==> config.mk <==
export PLATFORM = sky130hd
export DESIGN_NAME = rand_seq_gen
export DESIGN_NICKNAME = d
export VERILOG_FILES = /design/src/rtl/rand_seq_pkg.sv /design/src/rtl/ms_square_mul.sv /design/src/rtl/rand_seq_gen.sv
export SDC_FILE = /design/constraint.sdc
export NUM_CORES = 1
export LEC_CHECK = 0
export CORE_MARGIN = 2
export CORE_UTILIZATION = 40
export CTS_CLUSTER_DIAMETER = 100
export CTS_CLUSTER_SIZE = 28
export DETAILED_ROUTE_END_ITERATION = 10
export GPL_TIMING_DRIVEN = 0
export SYNTH_ARGS = -nofsm -noshare
export SYNTH_HDL_FRONTEND = slang
export SYNTH_SLANG_ARGS = --single-unit
==> constraint.sdc <==
create_clock -name CLOCK_50 -period 5.9 [get_ports CLOCK_50]
set_input_delay 1.77 -clock CLOCK_50 [delete_from_list [all_inputs] [get_ports CLOCK_50]]
set_output_delay 1.77 -clock CLOCK_50 [all_outputs]
set_load 0.1 [all_outputs]
==> src/rtl/rand_seq_pkg.sv <==
// Shared types for the middle-square sequence generator: FSM state encoding
// and the all-zero substitution pattern used when the zero guard is built in.
package rand_seq_pkg;

  typedef enum logic [1:0] {
    IDLE,
    SQUARE,
    DONE
  } gen_fsm_t;

  localparam int MAX_WIDTH = 16;

  // Alternating 01 pattern (0x55 for an 8-bit state), sized by the caller.
  function automatic logic [MAX_WIDTH-1:0] zero_guard(input int width);
    logic [MAX_WIDTH-1:0] pattern;
    pattern = '0;
    for (int i = 0; i < MAX_WIDTH / 2; i++) begin
      if (i < width / 2) pattern[2*i] = 1'b1;
    end
    return pattern;
  endfunction

endpackage

==> src/rtl/ms_square_mul.sv <==
// Sequential shift-add squarer: one multiplier bit per cycle, WIDTH cycles in
// total (bit 0 is folded into the start cycle), middle WIDTH bits presented.
module ms_square_mul #(
  parameter int WIDTH = 8
) (
  input  logic             clock,
  input  logic             reset,
  input  logic             start,
  input  logic             kill,
  input  logic [WIDTH-1:0] operand,
  output logic             done,
  output logic [WIDTH-1:0] mid_square
);

  localparam int CW = $clog2(WIDTH);

  logic [2*WIDTH-1:0] acc;
  logic [2*WIDTH-1:0] mcand;
  logic [WIDTH-1:0]   mplier;
  logic [CW-1:0]      cnt;
  logic               active;

  // done pulses on the edge that folds in the last multiplier bit; acc then
  // holds the full product until the next start.
  always_ff @(posedge clock or posedge reset) begin
    if (reset) begin
      acc    <= '0;
      mcand  <= '0;
      mplier <= '0;
      cnt    <= '0;
      active <= 1'b0;
      done   <= 1'b0;
    end else if (kill) begin
      active <= 1'b0;
      done   <= 1'b0;
    end else if (start) begin
      acc    <= operand[0] ? {{WIDTH{1'b0}}, operand} : '0;
      mcand  <= {{(WIDTH-1){1'b0}}, operand, 1'b0};
      mplier <= operand >> 1;
      cnt    <= CW'(1);
      active <= 1'b1;
      done   <= 1'b0;
    end else if (active) begin
      if (mplier[0]) acc <= acc + mcand;
      mcand  <= mcand << 1;
      mplier <= mplier >> 1;
      cnt    <= cnt + CW'(1);
      done   <= (cnt == CW'(WIDTH - 1));
      active <= (cnt != CW'(WIDTH - 1));
    end else begin
      done <= 1'b0;
    end
  end

  assign mid_square = acc[WIDTH+WIDTH/2-1 : WIDTH/2];

endmodule

==> src/rtl/rand_seq_gen.sv <==
// Middle-square random symbol generator with a small sequence buffer.
// Define RAND_SEQ_ZERO_GUARD_EN to replace an all-zero state with a fixed pattern.
module rand_seq_gen #(
  parameter int               WIDTH        = 8,
  parameter int               OUT_W        = 2,
  parameter int               DEPTH        = 32,
  parameter logic [WIDTH-1:0] DEFAULT_SEED = WIDTH'(8'hA7)
) (
  input  logic                       CLOCK_50,
  input  logic                       reset,
  input  logic                       seed_load,
  input  logic [WIDTH-1:0]           seed,
  input  logic                       gen_req,
  input  logic                       clear,
  input  logic [$clog2(DEPTH)-1:0]   rd_idx,
  output logic                       busy,
  output logic                       gen_valid,
  output logic [OUT_W-1:0]           rand_out,
  output logic [$clog2(DEPTH+1)-1:0] seq_count,
  output logic                       seq_full,
  output logic [OUT_W-1:0]           rd_data
);

  import rand_seq_pkg::*;

  localparam int IDX_W = $clog2(DEPTH);
  localparam int CNT_W = $clog2(DEPTH + 1);

`ifdef RAND_SEQ_ZERO_GUARD_EN
  localparam logic [WIDTH-1:0] GUARD = WIDTH'(zero_guard(WIDTH));
`endif

  gen_fsm_t         fsm;
  gen_fsm_t         fsm_next;
  logic [WIDTH-1:0] gen_state;
  logic [WIDTH-1:0] mid_square;
  logic [WIDTH-1:0] next_mid;
  logic [WIDTH-1:0] next_seed;
  logic             sq_start;
  logic             sq_done;
  logic             commit;
  logic [OUT_W-1:0] buffer [DEPTH];

  // seed_load doubles as the squarer kill so an abort leaves nothing pending.
  ms_square_mul #(
    .WIDTH(WIDTH)
  ) u_square (
    .clock      (CLOCK_50),
    .reset      (reset),
    .start      (sq_start),
    .kill       (seed_load),
    .operand    (gen_state),
    .done       (sq_done),
    .mid_square (mid_square)
  );

  assign seq_full = (seq_count == CNT_W'(DEPTH));

  always_ff @(posedge CLOCK_50 or posedge reset) begin
    if (reset) fsm <= IDLE;
    else       fsm <= fsm_next;
  end

  always_comb begin
    fsm_next = fsm;
    if (seed_load) begin
      fsm_next = IDLE;
    end else begin
      case (fsm)
        IDLE:    if (gen_req && !seq_full) fsm_next = SQUARE;
        SQUARE:  if (sq_done) fsm_next = DONE;
        DONE:    fsm_next = IDLE;
        default: fsm_next = IDLE;
      endcase
    end
  end

  always_comb begin
    busy     = (fsm != IDLE);
    sq_start = (fsm == IDLE) && gen_req && !seq_full && !seed_load;
    commit   = (fsm == DONE) && !seed_load;
  end

  // Every path that writes the state register goes through the same guard.
  always_comb begin
    next_mid  = mid_square;
    next_seed = seed;
`ifdef RAND_SEQ_ZERO_GUARD_EN
    if (next_mid == '0)  next_mid  = GUARD;
    if (next_seed == '0) next_seed = GUARD;
`endif
  end

  always_ff @(posedge CLOCK_50 or posedge reset) begin
    if (reset) begin
      gen_state <= DEFAULT_SEED;
      rand_out  <= '0;
      gen_valid <= 1'b0;
      seq_count <= '0;
    end else begin
      gen_valid <= commit;
      if (seed_load) begin
        gen_state <= next_seed;
      end else if (commit) begin
        gen_state <= next_mid;
        rand_out  <= next_mid[OUT_W-1:0];
      end
      if (clear)                    seq_count <= '0;
      else if (commit && !seq_full) seq_count <= seq_count + CNT_W'(1);
    end
  end

  // Contents survive reset and clear; the rd_data mask hides stale entries.
  always_ff @(posedge CLOCK_50) begin
    if (commit && !seq_full) buffer[seq_count[IDX_W-1:0]] <= next_mid[OUT_W-1:0];
  end

  assign rd_data = (CNT_W'(rd_idx) < seq_count) ? buffer[rd_idx] : '0;

endmodule
==> run metrics, run 1 <==
status=finished clean; Routed Antenna Nets=0; Final Wtd Congestion=0.815; gr busiest metal=met2; Final Cycle Share=approximately 98%; critical path's slowest cell=clkdlybuf4s50_1; Row Count=42; layout cells sized above 1=around 14%; Avg Vias per Cell=between 5 and 6; Logic pwr share=between 15 and 20%; most frequent cells in the layout=nand2_1 (64), edfxtp_1 (64), nor2_1 (51); Post-synth EDFFs=64; clock-pin slew on the worst setup and hold paths=about 50 ps; vias=~3700; vias in the first global route=~3800; switch share=roughly 28%; final net count=~550; yosys warns=0; XOR/XNOR Fraction of Synth Area=1.43%; H-tree levels=4; Die Y=121 µm; worst-margin pin slew=between 1000 and 1500 ps; top_reg_cell synth=edfxtp_1; first-pass GRT wire length=approximately 20000 µm; P_leak=approximately 0.0026 µW; Setup CP Type=in -> out; HPWL Detailed=8370 µm; most frequent cell on the critical path=mux4_2; sequential area share after synthesis=59.2%; WP buf/inv=4; initial antenna violation count=0; Yosys reg bits=between 100 and 150; die area=around 15000 µm²; Worst Path Max Fanout=10; GR Overflow Total=0; syn_area_per_cell=between 10 and 15 µm²; MaxCap Viol Count=0; GR Util met3=4.23%; Overall Global Routing Usage=a little under a fifth; met2 GRT Util=30.9%; io pins=31; Residual DRC=0; peak supply drop=approximately 0.27 mV; FF-to-FF setup slack=3010 ps; diode count=0; drt first-iter violations=339; CP Cell Sequence=clkdlybuf4s50_1 -> buf_2 -> clkbuf_4 -> mux4_2 -> mux4_2 -> a21oi_1 -> nor2_2 -> buf_4; Net Sw Power=724 µW; Netlist Area Pre-Place=5490 µm²; post-synthesis mux area share=10.2%; grt met1 use=about a quarter; Crit path max-delay family=buffers and inverters; CTS root buf=clkbuf_16; worst reg-to-reg path cell count=7; Clock Sinks=between 100 and 150; wire per inst=approximately 18 µm; final WL=12700 µm; Power Dens Cells=385 nW/µm²; Synth async-reset ratio=approximately 45%; Clk pwr share=roughly 41%; fill count=between 1000 and 1500; Final Hold Vio Count=0; fmax=roughly 170 MHz; Die Wd=121 µm; Area Overhead vs Synth=20.8%; fin. max-slew vios=0; simple-gate area share of the yosys netlist=a little over an eighth; arrival time worst endpoint=between 4000 and 5000 ps; Reg power frac=approximately 43%; Worst EP required=4130 ps; reg2reg start=u_square.acc[5]$_DFFE_PP0P_; initial core utilization=41.2%; Largest stage delay, worst path=around 500 ps; instance count of the mapped netlist=457; CP startpoint=rd_idx[1]; Levels on crit path=8; Tmin final=approximately 5800 ps; synth unique cells=between 40 and 50; CTS tree=yes; Setup-failing EPs final=0; post-synthesis adder-cell area fraction=~4.9%; port bufs=29; Worst-Skew Late Latency=420 ps; internal power=between 1500 and 2000 µW; hold depth=1; HP Class=reg -> reg; Mapped Nets=a little under 500; Fin Setup TNS=0 ps; CTS Buf Count=17; Max-slew headroom=17.7%; Max Buffers Root-to-Sink=2; main combinational cell family by area after synthesis=simple AND/OR/NAND/NOR gates; startpoint class of the critical path=input port; largest net degree at the start of global routing=42; Worst Setup End Kind=primary output; crit path to=rd_data[0]; RSZ-0062 raised after global routing=no; Finished Core Util=49.7%; Critical R2R Capture=u_square.acc[11]$_DFFE_PP0P_; clk_skew=around 5.7 ps; Synth Area in Compound Gates=under 10%; core area=approximately 13000 µm²; Detailed Routing Iterations Pass 1=5
-- sequential cells by signal, summed over array words and instances (netlist names) --
| signal | cells |
|---|---|
| buffer | 64 |
| fsm | 2 |
| gen_state | 8 |
| gen_valid | 1 |
| rand_out | 2 |
| seq_count | 6 |
| u_square.acc | 11 |
| u_square.active | 1 |
| u_square.cnt | 3 |
| u_square.done | 1 |
| u_square.mcand | 11 |
| u_square.mplier | 7 |
-- cells by family (layout without fill, tap and decap cells) --
family | Yosys count | in the layout
and+or+nand+nor | 165 | 165
DFF | 117 | 117
AOI/OAI and AO/OA | 77 | 77
buffers and inverters | 35 | 96
muxes | 33 | 33
adders and majority gates | 21 | 21
xor gates and xnor gates | 9 | 9
-- cells in the mapped netlist, types with 6 or more instances --
library cell	count	area, µm²
edfxtp_1	64	1920
nand2_1	64	240
nor2_1	53	199
dfrtp_1	48	1200
a21oi_1	27	135
ha_1	20	250
mux4_2	18	405
nand3_1	17	85.1
a31oi_1	16	100
o21ai_0	15	75.1
clkbuf_1	13	48.8
mux2i_1	13	130
inv_1	12	45.0
nor2b_1	8	50.1
xnor2_1	7	61.3
a21o_1	6	45.0
buf_2	6	30.0
-- worst register-to-register path: stages (launching register included) --
cell	delay, ps
dfrtp_1	1160
ha_1	450
a21o_1	180
a21oi_1	190
a21oi_1	100
o22ai_1	250
mux2i_1	260
mux2i_1	210
-- timing repair --
| item | in CTS | in global routing |
|---|---|---|
| endpoints found under the setup margin | 2 | 2 |
| gates resized for setup | 14 | 5 |
| pin swaps | 0 | 0 |
| gates cloned | 0 | 0 |
| hold buffers | 0 | 0 |
| setup buffers | 0 | 0 |
-- power by group through the flow --
stage / Clock, µW / Sequential (µW) / Combinational, µW
after CTS: 1060 / 1100 / 395
after global placement: 0 / 1110 / 381
after detailed placement: 0 / 1120 / 393
after global routing: 1100 / 1120 / 448
after floorplan: 0 / 1070 / 309
final: 1050 / 1100 / 395
-- per-stage QoR --
stage | hold WS (ps) | total power (µW) | cells | setup WS [ps] | area [µm²]
final | 451 | 2550 | 694 | 117 | 6640
after global routing | 469 | 2660 | 694 | 17.5 | 6640
after CTS | 456 | 2560 | 694 | 49.5 | 6630
after detailed placement | 449 | 1510 | 663 | -1040 | 6030
after global placement | 434 | 1500 | 662 | -1010 | 6010
after floorplan | 427 | 1380 | 457 | 403 | 5500
-- layout make-up --
cell class	instances	area, µm²	share of cell area (%)
Buffer	23	108	1.62
Clock buffer	17	425	6.41
Clock inverter	14	179	2.70
Inverter	12	45.0	0.679
Multi-Input combinational cell	305	2100	31.6
Sequential cell	117	3250	49.0
Tap cell	176	220	3.32
Timing Repair Buffer	30	305	4.60
-- how the worst min path moves through the flow --
stage / slack [ps] / startpoint / to
global placement: 430 / u_square.done$_DFF_PP0_ / fsm[0]$_DFFE_PP0P_
finish: 450 / u_square.done$_DFF_PP0_ / fsm[0]$_DFFE_PP0P_
global route: 470 / u_square.done$_DFF_PP0_ / fsm[0]$_DFFE_PP0P_
CTS: 460 / u_square.done$_DFF_PP0_ / fsm[0]$_DFFE_PP0P_
detailed placement: 450 / u_square.done$_DFF_PP0_ / fsm[0]$_DFFE_PP0P_
floorplan: 430 / u_square.done$_DFF_PP0_ / fsm[0]$_DFFE_PP0P_
-- layer usage --
metal | vias up | part of all wire [%] | wire length, µm
met1 | 1851 | 44 | 5580
li1 | 1772 | - | -
met4 | 0 | 1.6 | 201
met3 | 17 | 4.3 | 539
met5 | - | 0 | 0
met2 | 109 | 50 | 6350
No activity file was read; power rests on OpenSTA's default activity.
==> run 2: changes to the inputs <==
--- a/config.mk
+++ b/config.mk
@@ -5,6 +5,7 @@
 export SDC_FILE = /design/constraint.sdc
 export NUM_CORES = 1
 export LEC_CHECK = 0
+export CAP_MARGIN = 20
 export CORE_MARGIN = 2
 export CORE_UTILIZATION = 40
 export CTS_CLUSTER_DIAMETER = 100
==> run 2 against run 1 <==
Compared with the run above:
- flip-flop and latch count unchanged
- highest routed layer unchanged
- total power up 0.83%
- die area is the same
- via count shrank 0.99%
- core utilization grew 0.39 points
- critical path depth stayed put
- sequential power fell by 4%
- fmax shrank 0.43%
==> run metrics, run 2 (synthesis results as in run 1) <==
status=finished clean; Final Hold Vio Count=0; CTS tree=yes; Die Y=between 100 and 150 µm; Die Wd=roughly 120 µm; P_leak=roughly 0.0026 µW; Routed Antenna Nets=0; CTS Hold Bufs=0; drt first-iter violations=slightly above 300; core area=~13000 µm²; worst slack, placed=-997 ps; Setup CP Type=in -> out; vias=approximately 3700; peak supply drop=around 0.25 mV; wire per inst=approximately 18 µm; worst-margin pin slew=between 900 and 1000 ps; first-pass GRT wire length=about 20000 µm; final WL=~12000 µm; initial antenna violation count=0; CTS Buf Count=17; Clock Sinks=117; CTS root buf=clkbuf_16; final worst slack=about 92 ps; Residual DRC=0; clk_skew=16.3 ps; H-tree levels=4; Final Cycle Share=between 90% and 100%; MaxCap Viol Count=0; startpoint class of the critical path=input port; Avg Vias per Cell=roughly 5.3; Setup-failing EPs final=0; Overall Global Routing Usage=between 10% and 20%; Power Dens Cells=approximately 380 nW/µm²; vias in the first global route=between 3000 and 4000; fmax=approximately 170 MHz; Worst Path Max Fanout=10; io pins=31; Worst EP required=just over 4000 ps; fin. max-slew vios=0; port bufs=29; Max-slew headroom=between 30% and 40%; largest net degree at the start of global routing=42; initial core utilization=around 41%; Final Wtd Congestion=0.815; final net count=between 500 and 600; arrival time worst endpoint=between 4000 and 5000 ps; die area=14700 µm²; final hold slack=~460 ps; layout cells sized above 1=between 10% and 20%; Detailed Routing Iterations Pass 1=4; GR Overflow Total=0; RSZ-0062 raised after global routing=no; Worst-Skew Late Latency=roughly 420 ps; FF-to-FF setup slack=between 3000 and 4000 ps; diode count=0; HPWL Detailed=8550 µm; Tmin final=about 5800 ps; clock-pin slew on the worst setup and hold paths=~50 ps; Worst Setup End Kind=primary output; Row Count=42; Max Buffers Root-to-Sink=2; most frequent cells in the layout=nand2_1 (64), edfxtp_1 (64), nor2_1 (51); Area Overhead vs Synth=21.7%; Largest register FFs=64; HP Class=reg -> reg
## run 2: per-layer routing
| metal | up-vias | track usage [%] | share of wire (%) |
|---|---|---|---|
| li1 | 1770 | - | - |
| met5 | - | 0 | 0 |
| met3 | 15 | 4.98 | 5.2 |
| met4 | 0 | 6.75 | 1.5 |
| met1 | 1835 | 22.8 | 42 |
| met2 | 92 | 31.2 | 51 |
## run 2: per-stage QoR
| stage | power (µW) | setup TNS (ps) | std cells | utilization [%] | area, µm² |
|---|---|---|---|---|---|
| after floorplan | 1380 | 0 | 457 | - | 5500 |
| after global placement | 1500 | -2020 | 662 | 45.0 | 6010 |
| after detailed placement | 1530 | -1990 | 664 | 45.4 | 6060 |
| after CTS | 2570 | 0 | 696 | 49.9 | 6660 |
| after global routing | 2690 | 0 | 697 | 50.1 | 6690 |
| final | 2570 | 0 | 697 | 50.1 | 6690 |
## run 2: path summary, 6_finish.rpt
path,start,endpoint,depth (start not counted)
min in group asynchronous,reset,u_square.cnt[2]$_DFFE_PP0P_,2
worst max register to register,seq_count[2]$_DFFE_PP0P_,u_square.mcand[8]$_DFFE_PP0P_,8
worst min register to register,u_square.done$_DFF_PP0_,fsm[0]$_DFFE_PP0P_,1
worst max-delay path,rd_idx[1],rd_data[1],8
max in group asynchronous,reset,gen_state[1]$_DFFE_PP1P_,3
worst min-delay path,u_square.done$_DFF_PP0_,fsm[0]$_DFFE_PP0P_,1
## run 2: timing repair
action / CTS / global route
cloned: 0 / 0
setup endpoints to repair: 2 / 2
resized for setup: 13 / 2
setup buffers: 0 / 0
## run 2: where the power goes
part | switching (µW) | internal (µW)
Sequential | 72.8 | 987
Clock | 376 | 667
Combinational | 269 | 202
Total | 718 | 1860
## run 2: final cells by class
cell class / instances / area (µm²)
Clock inverter: 14 / 178
Timing Repair Buffer: 32 / 355
Multi-Input combinational cell: 305 / 2100
Fill cell: 1202 / 6660
Tap cell: 176 / 220
Clock buffer: 18 / 429
Inverter: 12 / 45.0
Buffer: 23 / 108
Sequential cell: 117 / 3250
## run 2: critical path, cell delays in order
cell and delay, ps:
clkdlybuf4s50_1 490, clkbuf_2 220, clkbuf_4 250, mux4_2 310, mux4_2 470, a21oi_1 180, nor2_2 40, buf_2 300
==> run 3: changes to the inputs <==
--- a/config.mk
+++ b/config.mk
@@ -12,6 +12,7 @@
 export CTS_CLUSTER_SIZE = 28
 export DETAILED_ROUTE_END_ITERATION = 10
 export GPL_TIMING_DRIVEN = 0
+export SLEW_MARGIN = 20
 export SYNTH_ARGS = -nofsm -noshare
 export SYNTH_HDL_FRONTEND = slang
 export SYNTH_SLANG_ARGS = --single-unit
==> run 3 against run 2 <==
Compared with the run above:
- setup slack gained 50 ps
- routed wire length shrank 0.55%
- flip-flop and latch count is the same
- core utilization shrank 0.41 points
- critical endpoint is now rd_data[0]
- largest cell class unchanged
- highest routed layer unchanged
==> run metrics, run 3 (synthesis results as in run 1) <==
Logic pwr share=roughly 16%; worst min-delay path startpoint=u_square.done$_DFF_PP0_; port bufs=29; P_leak=around 0.0026 µW; Detailed Routing Iterations Pass 1=4; Power, Total=2550 µW; drt first-iter violations=roughly 260; diode count=0; Overall Global Routing Usage=18.3%; most frequent cells in the layout=nand2_1 (64), edfxtp_1 (64), nor2_1 (51); Worst Setup End Kind=primary output; reg2reg start=u_square.acc[5]$_DFFE_PP0P_; wire per inst=~18 µm; Largest stage delay, worst path=490 ps; Worst Path Max Fanout=10; final WL=roughly 12000 µm; Clk pwr share=between 40% and 50%; Residual DRC=0; Net Sw Power=between 700 and 800 µW; CTS tree=yes; core area=around 13000 µm²; Tmin final=about 5800 ps; worst-margin pin slew=around 980 ps; initial core utilization=between 40% and 50%; layout cells sized above 1=about 14%; MaxCap Viol Count=0; clk_skew=around 4.5 ps; Power Dens Cells=about 380 nW/µm²; Reg power frac=42.7%; Setup CP Type=in -> out; RSZ-0062 raised after global routing=no; CTS root buf=clkbuf_16; Area Overhead vs Synth=20.7%; Worst EP required=approximately 4100 ps; Final Cycle Share=between 90 and 100%; initial antenna violation count=0; Max-slew headroom=between 30% and 40%; die area=between 10000 and 15000 µm²; startpoint class of the critical path=input port; Final Wtd Congestion=0.815; HPWL Detailed=8490 µm; H-tree levels=4; first-pass GRT wire length=approximately 20000 µm; Worst-Skew Late Latency=approximately 410 ps; Routed Antenna Nets=0; CTS Hold Bufs=0; CTS Buf Count=17; fin. max-slew vios=0; final net count=545; CP Cell Sequence=clkdlybuf4s50_1 -> clkbuf_2 -> clkbuf_4 -> mux4_2 -> mux4_2 -> a21oi_1 -> nor2_2 -> buf_4; Die Wd=approximately 120 µm; Fin Setup TNS=0 ps; CP startpoint=rd_idx[1]; switch share=about 28%; most frequent cell on the critical path=mux4_2; vias=roughly 3700; largest net degree at the start of global routing=54; Final Hold Vio Count=0; dpl cell area=between 6000 and 7000 µm²; Avg Vias per Cell=between 5 and 6; status=finished clean; Row Count=42; Largest register FFs=64; fill count=1199; peak supply drop=around 0.27 mV; io pins=31; fmax=174 MHz; Max Buffers Root-to-Sink=2; arrival time worst endpoint=around 4000 ps; vias in the first global route=around 3800; internal power=approximately 1800 µW; critical path's slowest cell=clkdlybuf4s50_1; design area=around 6600 µm²; GR Overflow Total=0; final hold slack=between 400 and 500 ps; clock-pin slew on the worst setup and hold paths=50 ps; Die Y=roughly 120 µm; Clock Sinks=117; HP Class=reg -> reg; Setup-failing EPs final=0
-- run 3: changes by cell type in the layout (fill, tap and decap cells not counted), sizes merged --
cell,previous run,this run
buf,15,13
clkbuf,31,30
clkinv,5,4
inv,14,15
-- run 3: repair_timing --
action	CTS	global route
buffers inserted	0	0
endpoints found under the setup margin	2	2
gates resized for setup	14	4
-- run 3: power groups by stage --
stage	clock network, µW	logic [µW]	registers [µW]
final	1050	414	1090
after global routing	1100	470	1100
after CTS	1060	414	1090
after detailed placement	0	414	1100
after global placement	0	381	1110
after floorplan	0	309	1070
-- run 3: worst paths after layout --
| check | endpoint | slack (ps) | cells past startpoint |
|---|---|---|---|
| min in group asynchronous | u_square.mplier[4]$_DFFE_PP0P_ | 1820 | 2 |
| max | rd_data[0] | 140 | 8 |
| min | fsm[0]$_DFFE_PP0P_ | 450 | 1 |
| min reg2reg | fsm[0]$_DFFE_PP0P_ | 450 | 1 |
| max reg2reg | u_square.acc[11]$_DFFE_PP0P_ | 3440 | 7 |
| max in group asynchronous | u_square.acc[4]$_DFFE_PP0P_ | 3620 | 2 |
-- run 3: worst max-delay path, delay by kind of cell --
| kind | cells | cell delay, ps |
|---|---|---|
| compound gates | 1 | 180 |
| buf+inv | 4 | 1200 |
| mux | 2 | 780 |
| simple gates | 1 | 50 |
-- run 3: final cells by class --
cell class | instances | area (µm²) | area share [%]
Tap cell | 176 | 220 | 3.32
Clock buffer | 17 | 425 | 6.41
Timing Repair Buffer | 30 | 300 | 4.53
Inverter | 12 | 47.5 | 0.717
Multi-Input combinational cell | 305 | 2100 | 31.6
Sequential cell | 117 | 3260 | 49.1
Buffer | 23 | 108 | 1.62
Clock inverter | 14 | 178 | 2.68
-- run 3: routing by layer --
| layer | track usage, % | vias up | part of all wire [%] |
|---|---|---|---|
| li1 | - | 1766 | - |
| met1 | 22.8 | 1829 | 43 |
| met2 | 30.1 | 112 | 50 |
| met3 | 5.22 | 20 | 5.2 |
| met4 | 7.83 | 0 | 2.3 |
| met5 | 0 | - | 0 |
-- run 3: metrics by stage --
step           std cells  util (%)  worst slack [ps]
6_report             694      49.7               142
2_1_floorplan        457         -               403
3_5_place_dp         663      45.2             -1020
4_1_cts              694      49.6              51.3
3_3_place_gp         662      45.0             -1010
5_1_grt              694      49.7              8.72
